<file path="config.mk">
export PLATFORM = sky130hd
export DESIGN_NAME = fp_div_sqrt_seq
export DESIGN_NICKNAME = d
export VERILOG_FILES = /design/src/rtl/fp_div_sqrt_seq_pkg.sv /design/src/rtl/fp_div_sqrt_seq.sv
export SDC_FILE = /design/constraint.sdc
export NUM_CORES = 1
export LEC_CHECK = 0
export ABC_AREA = 1
export ABC_CLOCK_PERIOD_IN_PS = 1600
export CORE_ASPECT_RATIO = 1.1
export CORE_MARGIN = 2
export CORE_UTILIZATION = 44
export CTS_CLUSTER_DIAMETER = 150
export CTS_CLUSTER_SIZE = 8
export DETAILED_ROUTE_END_ITERATION = 12
export GPL_TIMING_DRIVEN = 0
export PLACE_DENSITY = 0.74
export SYNTH_ARGS = -nofsm -noshare
export SYNTH_HDL_FRONTEND = slang
export SYNTH_SLANG_ARGS = --single-unit
</file>
<file path="constraint.sdc">
create_clock -name clk -period 1.6 [get_ports clk]
set_clock_uncertainty 0.2 [all_clocks]
set_input_delay 0.16 -clock clk [delete_from_list [all_inputs] [get_ports clk]]
set_output_delay 0.16 -clock clk [all_outputs]
set_load 0.01 [all_outputs]
</file>
<file path="src/rtl/fp_div_sqrt_seq_pkg.sv">
// Shared FPU constants: divide/sqrt sequencer state encoding, FP op codes
// and small helpers used by the ID-stage controller and the sequencer.
package fp_div_sqrt_seq_pkg;

  typedef enum logic [2:0] {
    ST_IDLE = 3'd0,
    ST_LOAD = 3'd1,
    ST_ITER = 3'd2,
    ST_NORM = 3'd3,
    ST_DONE = 3'd4
  } state_t;

  // fc[2] marks the long-latency ops; fc[1] picks sqrt over div.
  localparam logic [2:0] FOP_FADD  = 3'b000;
  localparam logic [2:0] FOP_FSUB  = 3'b001;
  localparam logic [2:0] FOP_FMUL  = 3'b010;
  localparam logic [2:0] FOP_FDIV  = 3'b100;
  localparam logic [2:0] FOP_FSQRT = 3'b110;

  localparam int CNT_W = 5;

  function automatic logic is_div_sqrt(input logic [2:0] fc);
    return fc[2];
  endfunction

  function automatic logic [CNT_W-1:0] iter_preset(input logic sel, input int div_iters,
                                                   input int sqrt_iters);
    int n;
    n = sel ? sqrt_iters : div_iters;
    return CNT_W'(n - 1);
  endfunction

endpackage

</file>
<file path="src/rtl/fp_div_sqrt_seq.sv">
// Sequencer for the multi-cycle fdiv/fsqrt datapath: issues load, iteration and
// normalise strobes, stalls the front end and holds the result until writeback.
//
//   state | meaning
//   IDLE  | waiting for an issue pulse
//   LOAD  | datapath latches operands, iteration count preset
//   ITER  | one iteration step per cycle until count reaches zero
//   NORM  | datapath normalises/rounds
//   DONE  | result held valid until the pipeline acknowledges it
module fp_div_sqrt_seq
  import fp_div_sqrt_seq_pkg::*;
#(
  parameter int DIV_ITERS  = 5,
  parameter int SQRT_ITERS = 7
) (
  input  logic             clk,
  input  logic             clrn,
  input  logic             start,
  input  logic             sqrt,
  input  logic             flush,
  input  logic             wb_ack,
  output logic             load,
  output logic             iter_en,
  output logic             norm,
  output logic             sel_sqrt,
  output logic [CNT_W-1:0] count,
  output logic             result_valid,
  output logic             stall_div_sqrt,
  output logic             busy,
  output logic             proto_err
);

  state_t state;
  logic   illegal_start;

  // A start is only legal in IDLE, or in DONE when it coincides with the ack.
  always_comb begin
    illegal_start = 1'b0;
    if (start) begin
      case (state)
        ST_LOAD, ST_ITER, ST_NORM: illegal_start = 1'b1;
        ST_DONE:                   illegal_start = !wb_ack;
        default:                   illegal_start = 1'b0;
      endcase
    end
  end

  always_ff @(posedge clk or negedge clrn) begin
    if (!clrn) begin
      state     <= ST_IDLE;
      count     <= '0;
      sel_sqrt  <= 1'b0;
      proto_err <= 1'b0;
    end else begin
      if (illegal_start) proto_err <= 1'b1;
      if (flush) begin
        state <= ST_IDLE;
      end else begin
        case (state)
          ST_IDLE: begin
            if (start) begin
              state    <= ST_LOAD;
              sel_sqrt <= sqrt;
            end
          end
          ST_LOAD: begin
            count <= iter_preset(sel_sqrt, DIV_ITERS, SQRT_ITERS);
            state <= ST_ITER;
          end
          ST_ITER: begin
            if (count == '0) state <= ST_NORM;
            else             count <= count - 1'b1;
          end
          ST_NORM: state <= ST_DONE;
          ST_DONE: begin
            if (wb_ack) begin
              if (start) begin
                state    <= ST_LOAD;
                sel_sqrt <= sqrt;
              end else begin
                state <= ST_IDLE;
              end
            end
          end
          default: state <= ST_IDLE;
        endcase
      end
    end
  end

  // Strobes are pure state decodes, so no input reaches an output combinationally.
  assign load           = (state == ST_LOAD);
  assign iter_en        = (state == ST_ITER);
  assign norm           = (state == ST_NORM);
  assign result_valid   = (state == ST_DONE);
  assign stall_div_sqrt = load | iter_en | norm;
  assign busy           = (state != ST_IDLE);

endmodule
</file>
==> results by group <==
CTS
  – Post-CTS Hold Buffers: 0
  – Clk_lat worst skew: 0.27 ns
  – Clock Sinks: 10
  – CTS max path bufs: 2
  – Root buffer cell: clkbuf_4
  – Num CTS Buffers: 3
  – H-tree Lvls: 1
  – CTS tree: done
  – CTS clk-pin slew, worst paths: 0.07 ns

Floorplanning
  – Die ar.: 0.00177 mm²
  – I/O Pins: 19
  – Die Y: between 40 and 50 µm
  – Total core area: 0.00137 mm²
  – Initial Utilization: 46.7%
  – Row cnt: 14
  – Die width: 40.3 µm

Final layout
  – Final core utilization: 71.5%
  – Synth-to-Final Area Change: 53.1%
  – Final nets: 128
  – Highest-count cells in the layout ignoring fill and taps: 27 x nand2_1, 12 x inv_1, 10 x nor2_1
  – N_diodes: 0
  – Commonest non-fill, non-tap cell in the layout: nand2_1
  – Finished Layout Cells: 136
  – Fraction of layout cells with a size suffix above 1: 31.7%

GRT
  – Gr usage total: 21.8%
  – Global-route wire length before repair: 2.67 mm
  – Pin count of the biggest net entering global routing: 11
  – Initial antenna violation count: 0
  – Grt ovf: 0
  – Vias in the first global route: 640

Logic synthesis
  – Cell Area, Synth: 638 µm²
  – Async SR Flop Fraction: 100%
  – Xor/xnor share of the synthesized area: under 10%
  – Synthesized-area fraction occupied by adder cells: 1.96%
  – Synth Area per Inst: 7.17 µm²
  – Number of synthesized flops with an enable pin: 0
  – Ys flop type: dfrtp_1
  – Post-synthesis simple-gate area fraction: 44.9%
  – Flops & latches, synth: 10
  – Post-Syn Nets: 96
  – Mapped Cells: 89
  – Synth Warn #: 0
  – Compound-Gate Fraction of Synth Area: 3.14%
  – Main combinational cell family by area after synthesis: simple AND/OR/NAND/NOR gates
  – Register area share after synthesis: 39.2%
  – Post-synthesis mux area share: 0%
  – Post-synth cell types: 17

Timing
  – Worst Tran Pin Value: 0.449 ns
  – Normalized max-slew margin: 70.0%
  – Setup_tns: 0 ns
  – Final Hold Fails: 3
  – Max Freq: 628 MHz
  – Worst Hold Slack: -0.00201 ns
  – Tcrit/Tclk final: between 90% and 100%
  – RSZ-0062 raised after global routing: yes
  – Min cycle time layout: 1.59 ns
  – Endpoints failing setup: 0
  – Final Slew Violations: 0

Setup path
  – CP startpoint kind: register
  – Worst Setup SP: state[0]
  – Peak fanout along the critical path: 5
  – Crit path required time: 1.24 ns
  – Reg2Reg Depth: 9
  – R2R setup slack: 0.12 ns
  – CP arrival: 1.23 ns
  – Critical Path Sink Type: primary output
  – RR Startpoint: state[1]
  – WS Path Type: register to primary output
  – R2R Path End: count[0]
  – Worst setup path endpoint: result_valid

Route
  – Vias per cell: ~4.9
  – Final wirelength: 1.67 mm
  – Antenna Nets Post-Route: 0
  – Initial DRC count: 3
  – Via count: 665
  – Avg WL per Cell: 12.3 µm
  – DRC: 0
  – Drt first pass iters: 3

Pwr
  – Seq pwr share: 27.4%
  – Pwr/cell area: 1560 mW/mm²
  – Switching portion of total power: a little over two fifths
  – Sw power: 0.000663 W
  – Clk network pwr share: around 15%
  – Leakage power: 0.549 nW
  – Power consumption: 0.00153 W
  – Max VDD drop: slightly below 1 mV
  – Internal Pwr Total: 0.000864 W
  – Logic pwr share: 57.3%

Hold path
  – Hold Path Class: input port to asynchronous set/reset pin

Placed design
  – Post-DP HPWL: about 1.0 mm
  – IO Port Bufs: 18
  – RD Place Congestion: between 0.7 and 0.8
  – Cells after DPL: around 120

Status
  – Failing checks: hold timing
  – Run status: complete, but fails checks

Run
  – Max cap viols: 0
-- worst max-delay path: stages, from the launching register on --
cell and delay, ns:
dfrtp_2 0.47, buf_4 0.17, nor3_4 0.17, buf_2 0.16
-- power groups by stage --
stage	logic [W]	registers (W)	clock network, W
after global placement	0.000720	0.000416	0
after global routing	0.000969	0.000430	0.000250
final	0.000875	0.000418	0.000235
after detailed placement	0.000734	0.000415	0
after CTS	0.000802	0.000414	0.000239
after floorplan	0.000438	0.000424	0
-- routing by layer --
layer  wire length [µm]  global-route usage [%]  part of all wire (%)
met1                713                    25.2                    43
met2                886                    38.7                    53
met5                  0                       0                     0
met4                  5                    6.00                  0.30
met3                 68                    4.62                   4.1
-- sequential cells by signal, indices dropped and copies added (netlist names) --
| register | flops |
|---|---|
| proto_err | 1 |
| sel_sqrt | 1 |
| count | 5 |
| state | 3 |
-- metrics by stage --
step | instance area (µm²) | worst slack (ns)
2_1_floorplan | 638 | 0.151
3_3_place_gp | 838 | -0.157
3_5_place_dp | 838 | -0.165
4_1_cts | 930 | 0.00110
5_1_grt | 977 | -0.0266
6_report | 977 | 0.00872
-- cells by family after synthesis --
logic type               after synthesis
adder cells (fa/ha/maj)                1
AND/OR/NAND/NOR                       57
AO/OA/AOI/OAI                          4
XOR/XNOR                               1
buffers and inverters                 16
flip-flops                            10
-- worst min-delay path by stage --
stage | startpoint | endpoint | slack, ns | cells past startpoint
final | clrn | count[4] | -0.002 | 1
after global routing | clrn | count[4] | 0.04 | 1
after CTS | clrn | count[4] | 0.02 | 1
after detailed placement | proto_err | proto_err | 0.26 | 2
after global placement | proto_err | proto_err | 0.25 | 2
after floorplan | clrn | count[0] | -0.34 | 0
-- cells in the mapped netlist (2+ instances only) --
cell type / instances / area, µm²
a21oi_1: 2 / 10.0
dfrtp_1: 10 / 250
inv_1: 13 / 48.8
inv_2: 3 / 11.3
nand2_1: 27 / 101
nand2_4: 3 / 33.8
nand3_1: 7 / 35.0
nand3_2: 3 / 30.0
nand4_1: 2 / 12.5
nor2_1: 11 / 41.3
nor3_2: 2 / 20.0
-- cell type report --
cell class,count,area [µm²]
clock buffers,4,36.3
fillers,113,389
inverters,16,70.1
multi-input cells,63,362
flip-flops and latches,10,255
well taps,16,20.0
repair buffers,27,234
-- what timing repair did --
| action | in CTS | in global routing |
|---|---|---|
| pin swaps | 1 | 1 |
| setup endpoints to repair | 8 | 11 |
| gates cloned | 0 | 0 |
| buffers inserted | 6 | 3 |
| endpoints found under the hold margin | 0 | 0 |
| resized for setup | 32 | 7 |
Note: power is estimated with default switching activity, not from simulation.
==> patch (same settings) <==
Change the package constant `CNT_W` from 5 to 4.
--- a/src/rtl/fp_div_sqrt_seq_pkg.sv
+++ b/src/rtl/fp_div_sqrt_seq_pkg.sv
@@ -19,3 +19,3 @@
 
-  localparam int CNT_W = 5;
+  localparam int CNT_W = 4;
 
Interface: changed (resized count); port bits go from 19 to 18. The function was not compared with the original's and may differ.
==> patch against the original RTL <==
- design area fell by 7.2%
- wire length fell by 13%
- sequential cell count fell by 1
- worst setup slack improved by 38 ps
- via count fell by 5.3%
- fmax rose by 2.4%
- total power fell by 24%
- combinational power fell by 27%
- critical path type unchanged
- global-route usage fell by 1.4 points
- area after synthesis fell by 6.9%
- clock power fell by 23%
- die area fell by 6.2%
==> patch: results (changes against the original RTL) <==
Status
  – Status: completed (was finished with violations)

Yosys
  – Yosys warns: 0 (unchanged)
  – Ys async rst share: 100.0% (unchanged)
  – Most instantiated cells after synthesis: nand2_1, nand3_1, dfrtp_1, inv_1, nor2_1 (was nand2_1, inv_1, nor2_1, dfrtp_1, nand3_1)
  – Post-Synthesis Cells: 85 (was 89)
  – Synthesized net count: 92 (was 96)
  – Seq/Total Area, Yosys: 37.89% (was 39.22%)
  – Synth area leaders: dfrtp_1, nand2_1, nand3_1 (was dfrtp_1, nand2_1, inv_1)
  – Top_reg_cell synth: dfrtp_1 (unchanged)
  – Netlist cell types: 18 (was 17)

GRT
  – Global-route wire length before repair: 2.373 mm (was 2.670 mm)
  – Met1 Track Usage GR: 27.00% (was 25.24%)
  – Vias in the first global route: 596 (was 640)
  – Largest net degree at the start of global routing: 10 (was 11)
  – GRT Total Usage: 20.38% (was 21.77%)
  – Global routing usage on met2: 31.00% (was 38.71%)
  – Initial antenna violation count: 0 (unchanged)
  – GR Layer Usage met3: 3.191% (was 4.615%)

Routing
  – Via-per-instance ratio: 4.737 (was 4.890)
  – Final wirelength: 1.452 mm (was 1.673 mm)
  – Initial DRC count: 4 (was 3)
  – Drt pass-1 iters: 2 (was 3)
  – WL/cell: 10.92 µm (was 12.30 µm)

Clock network
  – CTS Buffer Depth: 2 (unchanged)
  – Clock Latency Late Sink: between 200 and 300 ps
  – Clock transition at the registers of the reported paths: ~60 ps
  – Post-CTS Setup Bufs: 11 (was 6)
  – Cts repair resizes: 16 (was 32)
  – Clock Tree Root: clkbuf_4 (unchanged)
  – Htree depth: 1 (unchanged)
  – CTS Buf Count: 3 (unchanged)

Setup path
  – Slowest Stage Delay on Critical Path: 550 ps (was 470 ps)
  – CP delay by family, top: buffers and inverters (was flip-flops)
  – Critical path data arrival time: 1190 ps (was 1230 ps)
  – Critical path peak fanout: 4 (was 5)
  – Slowest cell on the critical path: clkdlybuf4s50_1 (was dfrtp_2)

Placement
  – # port buffers: 17 (was 18)
  – Post-placement cell area: 783.3 µm² (was 838.3 µm²)
  – Dpl hpwl: 1.059 mm (was 1.046 mm)
  – Placer Congestion: 0.7504 (was 0.7774)
  – Placed insts: 117 (was 123)

Layout
  – Nets: 126 (was 128)
  – Max reg flops: 4 (was 5)
  – Share of cells above drive strength 1: 29.66% (was 31.67%)
  – Biggest regs: count: 4 flops, state: 3 flops (was count: 5 flops, state: 3 flops)
  – Antenna cells: 0 (unchanged)
  – Filler cells: 97 (was 113)

Power and ir drop
  – Pleak: 0.4765 nW (was 0.5487 nW)
  – VDD IR-drop max: 0.0007340 V (was 0.0009808 V)

STA
  – Worst slew pin tran: 432.5 ps (was 448.7 ps)
  – Fin. max-slew vios: 0 (unchanged)

Hold path
  – Hold WC Path Type: input port to asynchronous set/reset pin (unchanged)
[patch: routing by layer]
layer | up-vias | routed length, µm
met5 | - | 0
met4 | 0 | 27
met3 | 4 | 34
met2 | 10 | 729
met1 | 281 | 662
li1 | 335 | -
[patch: through the flow]
step | util [%] | worst slack [ps]
after global routing | 74.36 | -1.006
after floorplan | - | 159.2
final | 74.36 | 46.36
after CTS | 73.54 | 6.340
after detailed placement | 64.21 | -153.0
after global placement | 64.21 | -136.6
[patch: kinds of logic after synthesis]
family	count (synthesis)	synth area share (%)
AO/OA/AOI/OAI	3	2.526
flip-flops	9	37.90
AND/OR/NAND/NOR	59	48.84
buffers and inverters	13	8.632
adder cells (fa/ha/maj)	1	2.105
[patch: worst paths after layout]
| check | slack (ps) | cells after the start | endpoint | from |
|---|---|---|---|---|
| hold reg to reg | 270 | 2 | proto_err | proto_err |
| setup / recovery | 50 | 1 | count[1] | count[1] |
| hold / removal | 1 | 1 | sel_sqrt | clrn |
| setup reg to reg | 130 | 8 | count[0] | count[0] |
| max in group asynchronous | 880 | 1 | state[0] | clrn |
| min in group clk | 270 | 2 | proto_err | proto_err |
[patch: report_power, final]
group / internal [mW] / total (mW) / switching, mW
registers: 0.289 / 0.343 / 0.0539
logic: 0.304 / 0.637 / 0.332
clock network: 0.0964 / 0.180 / 0.0840
[patch: area by class of cell]
| cell class | instances | area (µm²) | area share, % |
|---|---|---|---|
| sequential | 9 | 227.7 | 25.10 |
| timing repair buffer | 29 | 247.7 | 27.31 |
| multi-input combinational | 63 | 332.8 | 36.69 |
| inverter | 13 | 53.80 | 5.931 |
| tap | 15 | 18.77 | 2.069 |
| clock buffer | 4 | 26.28 | 2.897 |
